`config.mk`:
```
export PLATFORM = sky130hd
export DESIGN_NAME = aresetn_seq
export DESIGN_NICKNAME = d
export VERILOG_FILES = /design/src/rtl/aresetn_seq_pkg.sv /design/src/rtl/aresetn_sync.sv /design/src/rtl/aresetn_seq.sv
export SDC_FILE = /design/constraint.sdc
export NUM_CORES = 1
export LEC_CHECK = 0
export BUFFER_PORTS_ARGS = -buffer_cell sky130_fd_sc_hd__buf_4
export CAP_MARGIN = 15
export CORE_ASPECT_RATIO = 1.1
export CORE_MARGIN = 2
export CORE_UTILIZATION = 57
export CTS_CLUSTER_DIAMETER = 30
export DETAILED_ROUTE_END_ITERATION = 16
export PLACE_DENSITY = 0.76
export SYNTH_ARGS = -nofsm -noshare
export SYNTH_HDL_FRONTEND = slang
export SYNTH_SLANG_ARGS = --single-unit
```
`constraint.sdc`:
```
create_clock -name aclk -period 2.6 [get_ports aclk]
set_clock_uncertainty 0.1 [all_clocks]
set_input_delay 0.52 -clock aclk [delete_from_list [all_inputs] [get_ports aclk]]
set_output_delay 0.52 -clock aclk [all_outputs]
set_load 0.02 [all_outputs]
```
`src/rtl/aresetn_seq_pkg.sv`:
```
// Shared types and helpers for the aresetn_seq reset sequencer.
package aresetn_seq_pkg;

  typedef enum logic [1:0] {
    ASSERT  = 2'd0,
    STRETCH = 2'd1,
    RELEASE = 2'd2,
    DONE    = 2'd3
  } state_e;

  // Ceiling log2 with a floor of 1 so every derived vector keeps at least one bit.
  function automatic int clog2_min1(input int value);
    int w;
    w = 0;
    while ((32'sd1 <<< w) < value) begin
      w = w + 32'sd1;
    end
    if (w < 32'sd1) begin
      w = 32'sd1;
    end
    return w;
  endfunction

  function automatic int max_int(input int a, input int b);
    return (a > b) ? a : b;
  endfunction

endpackage

```
`src/rtl/aresetn_sync.sv`:
```
// Plain reset synchroniser: asynchronous assertion, deassertion after SYNC_STAGES aclk edges.
module aresetn_sync #(
  parameter int SYNC_STAGES = 2
) (
  input  logic aclk,
  input  logic aresetn_in,
  output logic sync_n
);

  (* ASYNC_REG = "TRUE" *) logic [SYNC_STAGES-1:0] sync_r;

  // Shift a constant 1 through the chain; any reset edge clears it at once.
  always_ff @(posedge aclk or negedge aresetn_in) begin
    if (!aresetn_in) begin
      sync_r <= {SYNC_STAGES{1'b0}};
    end else begin
      sync_r <= {sync_r[SYNC_STAGES-2:0], 1'b1};
    end
  end

  assign sync_n = sync_r[SYNC_STAGES-1];

endmodule

```
`src/rtl/aresetn_seq.sv`:
```
// Reset synchroniser and release sequencer for the aclk domain.
// Optional soft_reset_count output enabled by defining ARESETN_SEQ_SOFT_CNT_EN.
module aresetn_seq
  import aresetn_seq_pkg::*;
#(
  parameter int SYNC_STAGES    = 2,
  parameter int NUM_OUT        = 3,
  parameter int STRETCH_CYCLES = 16,
  parameter int STEP_CYCLES    = 8
) (
  input  logic               aclk,
  input  logic               aresetn_in,
  input  logic               soft_reset,
  output logic [NUM_OUT-1:0] aresetn_out,
  output logic               reset_done,
  output logic               busy
`ifdef ARESETN_SEQ_SOFT_CNT_EN
  ,output logic [15:0]       soft_reset_count
`endif
);

  localparam int CNT_W = clog2_min1(max_int(STRETCH_CYCLES, STEP_CYCLES));
  localparam int IDX_W = clog2_min1(NUM_OUT);
  localparam logic [CNT_W-1:0] STRETCH_LOAD = CNT_W'(STRETCH_CYCLES - 1);
  localparam logic [CNT_W-1:0] STEP_LOAD    = CNT_W'(STEP_CYCLES - 1);
  localparam logic [IDX_W-1:0] LAST_IDX     = IDX_W'(NUM_OUT - 1);

  logic               sync_n_s;
  logic               soft_req_s;
  state_e             state_r;
  logic [CNT_W-1:0]   cnt_r;
  logic [IDX_W-1:0]   idx_r;
  logic [NUM_OUT-1:0] aresetn_out_r;
  logic               reset_done_r;
  logic               busy_r;

  aresetn_sync #(.SYNC_STAGES(SYNC_STAGES)) u_sync (
    .aclk       (aclk),
    .aresetn_in (aresetn_in),
    .sync_n     (sync_n_s)
  );

  // Soft requests only count once the synchroniser has let the FSM out of ASSERT.
  assign soft_req_s = soft_reset && (state_r != ASSERT);

  // Sequencer FSM with registered outputs.
  always_ff @(posedge aclk or negedge aresetn_in) begin
    if (!aresetn_in) begin
      state_r       <= ASSERT;
      cnt_r         <= {CNT_W{1'b0}};
      idx_r         <= {IDX_W{1'b0}};
      aresetn_out_r <= {NUM_OUT{1'b0}};
      reset_done_r  <= 1'b0;
      busy_r        <= 1'b1;
    end else if (soft_req_s) begin
      state_r       <= STRETCH;
      cnt_r         <= STRETCH_LOAD;
      idx_r         <= {IDX_W{1'b0}};
      aresetn_out_r <= {NUM_OUT{1'b0}};
      reset_done_r  <= 1'b0;
      busy_r        <= 1'b1;
    end else begin
      case (state_r)
        ASSERT: begin
          if (sync_n_s) begin
            state_r <= STRETCH;
            cnt_r   <= STRETCH_LOAD;
          end
        end
        STRETCH: begin
          if (cnt_r == {CNT_W{1'b0}}) begin
            aresetn_out_r[0] <= 1'b1;
            if (NUM_OUT == 1) begin
              state_r      <= DONE;
              reset_done_r <= 1'b1;
              busy_r       <= 1'b0;
            end else begin
              state_r <= RELEASE;
              cnt_r   <= STEP_LOAD;
              idx_r   <= IDX_W'(1);
            end
          end else begin
            cnt_r <= cnt_r - CNT_W'(1);
          end
        end
        RELEASE: begin
          if (cnt_r == {CNT_W{1'b0}}) begin
            // Loop form keeps the write in range for non power-of-two NUM_OUT.
            for (int i = 0; i < NUM_OUT; i++) begin
              if (IDX_W'(i) == idx_r) begin
                aresetn_out_r[i] <= 1'b1;
              end
            end
            if (idx_r == LAST_IDX) begin
              state_r      <= DONE;
              reset_done_r <= 1'b1;
              busy_r       <= 1'b0;
            end else begin
              idx_r <= idx_r + IDX_W'(1);
              cnt_r <= STEP_LOAD;
            end
          end else begin
            cnt_r <= cnt_r - CNT_W'(1);
          end
        end
        DONE: begin
          aresetn_out_r <= {NUM_OUT{1'b1}};
        end
        default: begin
          state_r <= ASSERT;
        end
      endcase
    end
  end

  assign aresetn_out = aresetn_out_r;
  assign reset_done  = reset_done_r;
  assign busy        = busy_r;

`ifdef ARESETN_SEQ_SOFT_CNT_EN
  logic        soft_prev_r;
  logic [15:0] soft_cnt_r;

  // Saturating count of accepted soft_reset rising edges; only aresetn_in clears it.
  always_ff @(posedge aclk or negedge aresetn_in) begin
    if (!aresetn_in) begin
      soft_prev_r <= 1'b0;
      soft_cnt_r  <= 16'h0000;
    end else begin
      soft_prev_r <= soft_reset;
      if (soft_req_s && !soft_prev_r && (soft_cnt_r != 16'hFFFF)) begin
        soft_cnt_r <= soft_cnt_r + 16'h0001;
      end
    end
  end

  assign soft_reset_count = soft_cnt_r;
`endif

endmodule

```
# Word level (Yosys, flattened, before mapping)

Cells that the tools add are included.
Widths: inputs -> output; s select.

Reductions and logical operators: 19
Equal/unequal tests: 15
Add/sub/neg operators: 2
Multiplexer cells: 33

Operators with widths:

| cell                | number |
|---|---|
| $ne 3x3->1 const B  | 7 |
| $mux 4              | 5 |
| $mux 2              | 9 |
| $mux 1              | 12 |
| $pmux 4 s3          | 1 |
| $reduce_and 3->1    | 4 |
| $pmux 2 s2          | 2 |
| $reduce_and 4->1    | 2 |
| $reduce_bool 2->1   | 4 |
| $reduce_bool 4->1   | 2 |
| $eq 2x2->1 const B  | 3 |
| $mux 3              | 2 |
| $pmux 2 s3          | 1 |
| $reduce_bool 3->1   | 2 |
| $reduce_and 5->1    | 1 |
| $logic_not 2->1     | 2 |
| $logic_not 4->1     | 1 |
| $ne 4x4->1 const B  | 1 |
| $sub 4x1->4 const B | 1 |
| $ne 3x2->1 const B  | 1 |
| $pmux 1 s3          | 1 |
| $add 2x1->2 const B | 1 |
| $eq 1x2->1 const A  | 1 |
| $eq 2x1->1 const B  | 1 |
| 2 further kinds     | 2 |

Output and inout bits: 5
Word-level logic and storage cells: 78
Bits in registers: 15

# Longest topological paths before layout

Depth in word-level cells: 5
Mapped depth: 7
Mapped depth without buffers: 6

# Hierarchy

Synthesis repeated with hierarchy kept, for this count alone.

Cells, all modules: 92
Area total of the unflattened synthesis: 922.1 µm²

By module, submodules not included:

| module       | cells an instance | instances | area an instance (µm²) | sequential area each (µm²) |
|---|---|---|---|---|
| aresetn_seq  | 89                | 1         | 868.3                  | 326.6 |
| aresetn_sync | 3                 | 1         | 53.8                   | 50.0 |

# Worst setup path before layout

OpenSTA, ideal clock, no wires.

Path type: reg2reg
Start point: register state_r[0]
End point: register state_r[0]
Library setup time: 126 ps
Path slack: 744 ps
Arrival: 1630 ps
Buffers on the path: 1
Stages on the path, launching flop included: 7
Period minus slack after synthesis: 1856 ps
Cell sequence: dfrtp_1 inv_1 ha_1 buf_2 nor4b_2 a211oi_1 o32a_1

Word-level cells in the longest chain between the ends: 4
Elaborated cells between the ends (all ways): 13
Classes of those cells: eq/ne: 6; mux: 2; reduce/logical: 5

Ends and longest elaborated chain:

| element                                                   | RTL line          | text |
|---|---|---|
| start: declaration                                        | aresetn_seq.sv:30 | `state_e state_r;` |
| start signal: assignment                                  | aresetn_seq.sv:49 | `state_r <= ASSERT;` |
| start signal: assignment                                  | aresetn_seq.sv:56 | `state_r <= STRETCH;` |
| start signal: assignment                                  | aresetn_seq.sv:66 | `state_r <= STRETCH;` |
| $reduce_bool 2->1                                         | aresetn_seq.sv:44 | `assign soft_req_s = soft_reset && (state_r != ASSERT);` |
| $logic_and 1x1->1                                         | aresetn_seq.sv:44 |  |
| $ne 3x2->1 (no source line), or another cell as far along | n/a               |  |
| $reduce_and 5->1 (no source line)                         | n/a               |  |

Parallel ways exist; a longest one is shown, timed or not.
A chain may end at the register's enable or synchronous reset.

# Final worst setup path

Same ends and word-level chain as after synthesis.

==> metrics.yaml <==
yosys_warnings: 0
die_y_um: 46.2
setup_viol: 0
post_cts_buffers: 0
grt_pass1_vias: 672
syn_area_sq_um: 921
cts_buffers: 3
first_iter_violations: 8
drive_gt1_share_pct: 20.8
area_growth_syn_to_layout_pct: 10.9
synthCells: 86
final_cells: 113
ys_ff_latch: 15
fillers: 133
vdd.ir_drop.worst_uv: 631
synthTopCellsByCount: "dfrtp_1, ha_1, nand2_1"
yosys.area_share.simple_pct: 17.5
first_pass_iters: 4
postSynthAreaPerCell_sq_um: 10.7
yosys.area_share.xor_xnor_pct: 0.951
vias: 664
hold_slack_ns: 0.257
synth_top_family_by_area: "compound AO/OA/AOI/OAI gates"
hold_buffers: 1
synth.area.mux_share_pct: 3.26
r2r_cells: 6
floorplan.core_area_sq_um: 1540
hold_class: "flop to flop"
io_buffers: 7
crit_start: "state_r[0]$_DFFE_PN0P_"
hold_viol_final: 0
pre_cts_slack_ns: 0.587
diodes: 0
clock_latency_ns: 0.29
die_w_um: 42.3
path_class: "flop to flop"
synthAdderAreaFrac_pct: 13.6
yosysTopAreaCellShare_pct: 38.0
ys_types: 37
final_max_slew_viol_count: 0
synth_ff_type: "dfrtp_1"
cts_sinks: 15
leakage_nw: 0.469
post-route-min-period_ns: 2.07
final_nets: 110
cts_root_buf: "clkbuf_4"
antenna_found_initial: 0
gr-total-overflow: 0
synth-async-reset-ratio_pct: 100
max_freq_ghz: 0.484
grt_pass1_wl_mm: 2.77
cts_tree: "built"
syn_nets: 99
status: "completed"
grt_start_max_net_pins: 16
path_clk_slew_ns: 0.09
rsz0062_at_grt: "no"
cap_violations: 0
placedCellCount: 108
fin_setup_tns_ns: 0
cp_max_fo: 10
crit_path_end: "state_r[0]$_DFFE_PN0P_"
hpwl_mm: 1.19
crit_arrival_ns: 2.15
fin_ws_ns: 0.533
start_util_pct: 59.8
rows: 15
routed_wl_mm: 1.68
cts_resized: 0
synth_edf_count: 0
crit_required_ns: 2.68
ys_seq_area_share_pct: 40.9
power_density_nw_per_um2: 940
clock_path_buffers: 2
gp_congestion: 0.839
yosysMostFrequentCell: "dfrtp_1"
startpoint_type: "flop"
ant_nets: 0
rr_endpoint: "state_r[0]$_DFFE_PN0P_"
dieArea_sq_um: 1950
synth_area_leader_cell: "dfrtp_1"
rrSetupSlack_ns: 0.53
drc: 0
grt_usage_pct: 19.7
viasPerCell: 5.88
synthTopCellsByArea: "dfrtp_1, ha_1, mux2_4"
htree_levels: 1
worstSetupEndpointType: "flop"
fin_crit_sh_pct: 79.5
ios: 8
r2r_start: "state_r[0]$_DFFE_PN0P_"
wl_per_cell_um: 14.8
synth_compound_area_share_pct: 19.4
==> registers in the layout, indices dropped and copies added (netlist names) <==
name,flops
cnt_r,4
idx_r,2
busy,1
state_r,2
u_sync.sync_r,2
reset_done,1
aresetn_out,3
==> through the flow <==
step / total power [mW] / util, % / instance area (sq um)
final: 0.960 / 66.3 / 1020
after global routing: 1.03 / 66.3 / 1020
after CTS: 0.965 / 66.3 / 1020
after detailed placement: 0.821 / 64.0 / 985
after global placement: 0.806 / 64.0 / 985
after floorplan: 0.706 / - / 921
==> worst max-delay path, stage by stage (launching register included) <==
cell and delay, ns:
dfrtp_1 0.45, inv_1 0.14, ha_1 0.43, nor4b_2 0.13, a211oi_1 0.38, a21oi_1 0.14
o32a_1 0.18
==> where the power goes <==
part	total (mW)	switching, mW	internal (mW)
clock	0.137	0.0774	0.0597
combinational	0.474	0.255	0.218
sequential	0.349	0.0566	0.293
total	0.960	0.389	0.571
==> placed cells by master (no fill, tap or decap), types with 3 or more instances in the layout <==
cell / n
a21oi_1: 3
buf_4: 7
clkbuf_4: 3
dfrtp_1: 14
ha_1: 10
inv_1: 7
nand2_1: 8
nor2_1: 7
==> layout make-up <==
cell class              count  area [sq um]  share of cell area [%]
clock buffers               4          26.3                    2.57
inverters                   7          26.3                    2.57
repair buffers              8          62.6                    6.13
flip-flops and latches     15           377                    36.9
well taps                  17          21.3                    2.08
multi-input cells          62           508                    49.8
==> worst min path at each step <==
| stage | start | to | slack [ns] | depth (start not counted) |
|---|---|---|---|---|
| final | u_sync.sync_r[0]$_DFF_PN0_ | u_sync.sync_r[1]$_DFF_PN0_ | 0.26 | 0 |
| after global routing | u_sync.sync_r[0]$_DFF_PN0_ | u_sync.sync_r[1]$_DFF_PN0_ | 0.27 | 0 |
| after CTS | u_sync.sync_r[0]$_DFF_PN0_ | u_sync.sync_r[1]$_DFF_PN0_ | 0.26 | 0 |
| after detailed placement | u_sync.sync_r[0]$_DFF_PN0_ | u_sync.sync_r[1]$_DFF_PN0_ | 0.24 | 0 |
| after global placement | u_sync.sync_r[0]$_DFF_PN0_ | u_sync.sync_r[1]$_DFF_PN0_ | 0.24 | 0 |
| after floorplan | aresetn_in | aresetn_out[0]$_DFFE_PN0P_ | 0.12 | 0 |
==> cells by family after synthesis <==
kind of cell               count (synthesis)
DFF                                       15
muxes                                      2
other                                      1
xor gates and xnor gates                   1
and+or+nand+nor                           29
AOI/OAI and AO/OA                         19
adders and majority gates                 10
buffers and inverters                      9
==> metal layers <==
metal / GRT usage (%) / share of wire [%] / vias up
met1: 21.5 / 45 / 317
met5: 0 / 0 / -
li1: - / - / 328
met3: 5.10 / 3.4 / 5
met2: 34.2 / 49 / 14
met4: 13.1 / 2.1 / 0
No activity file was read; power rests on OpenSTA's default activity.
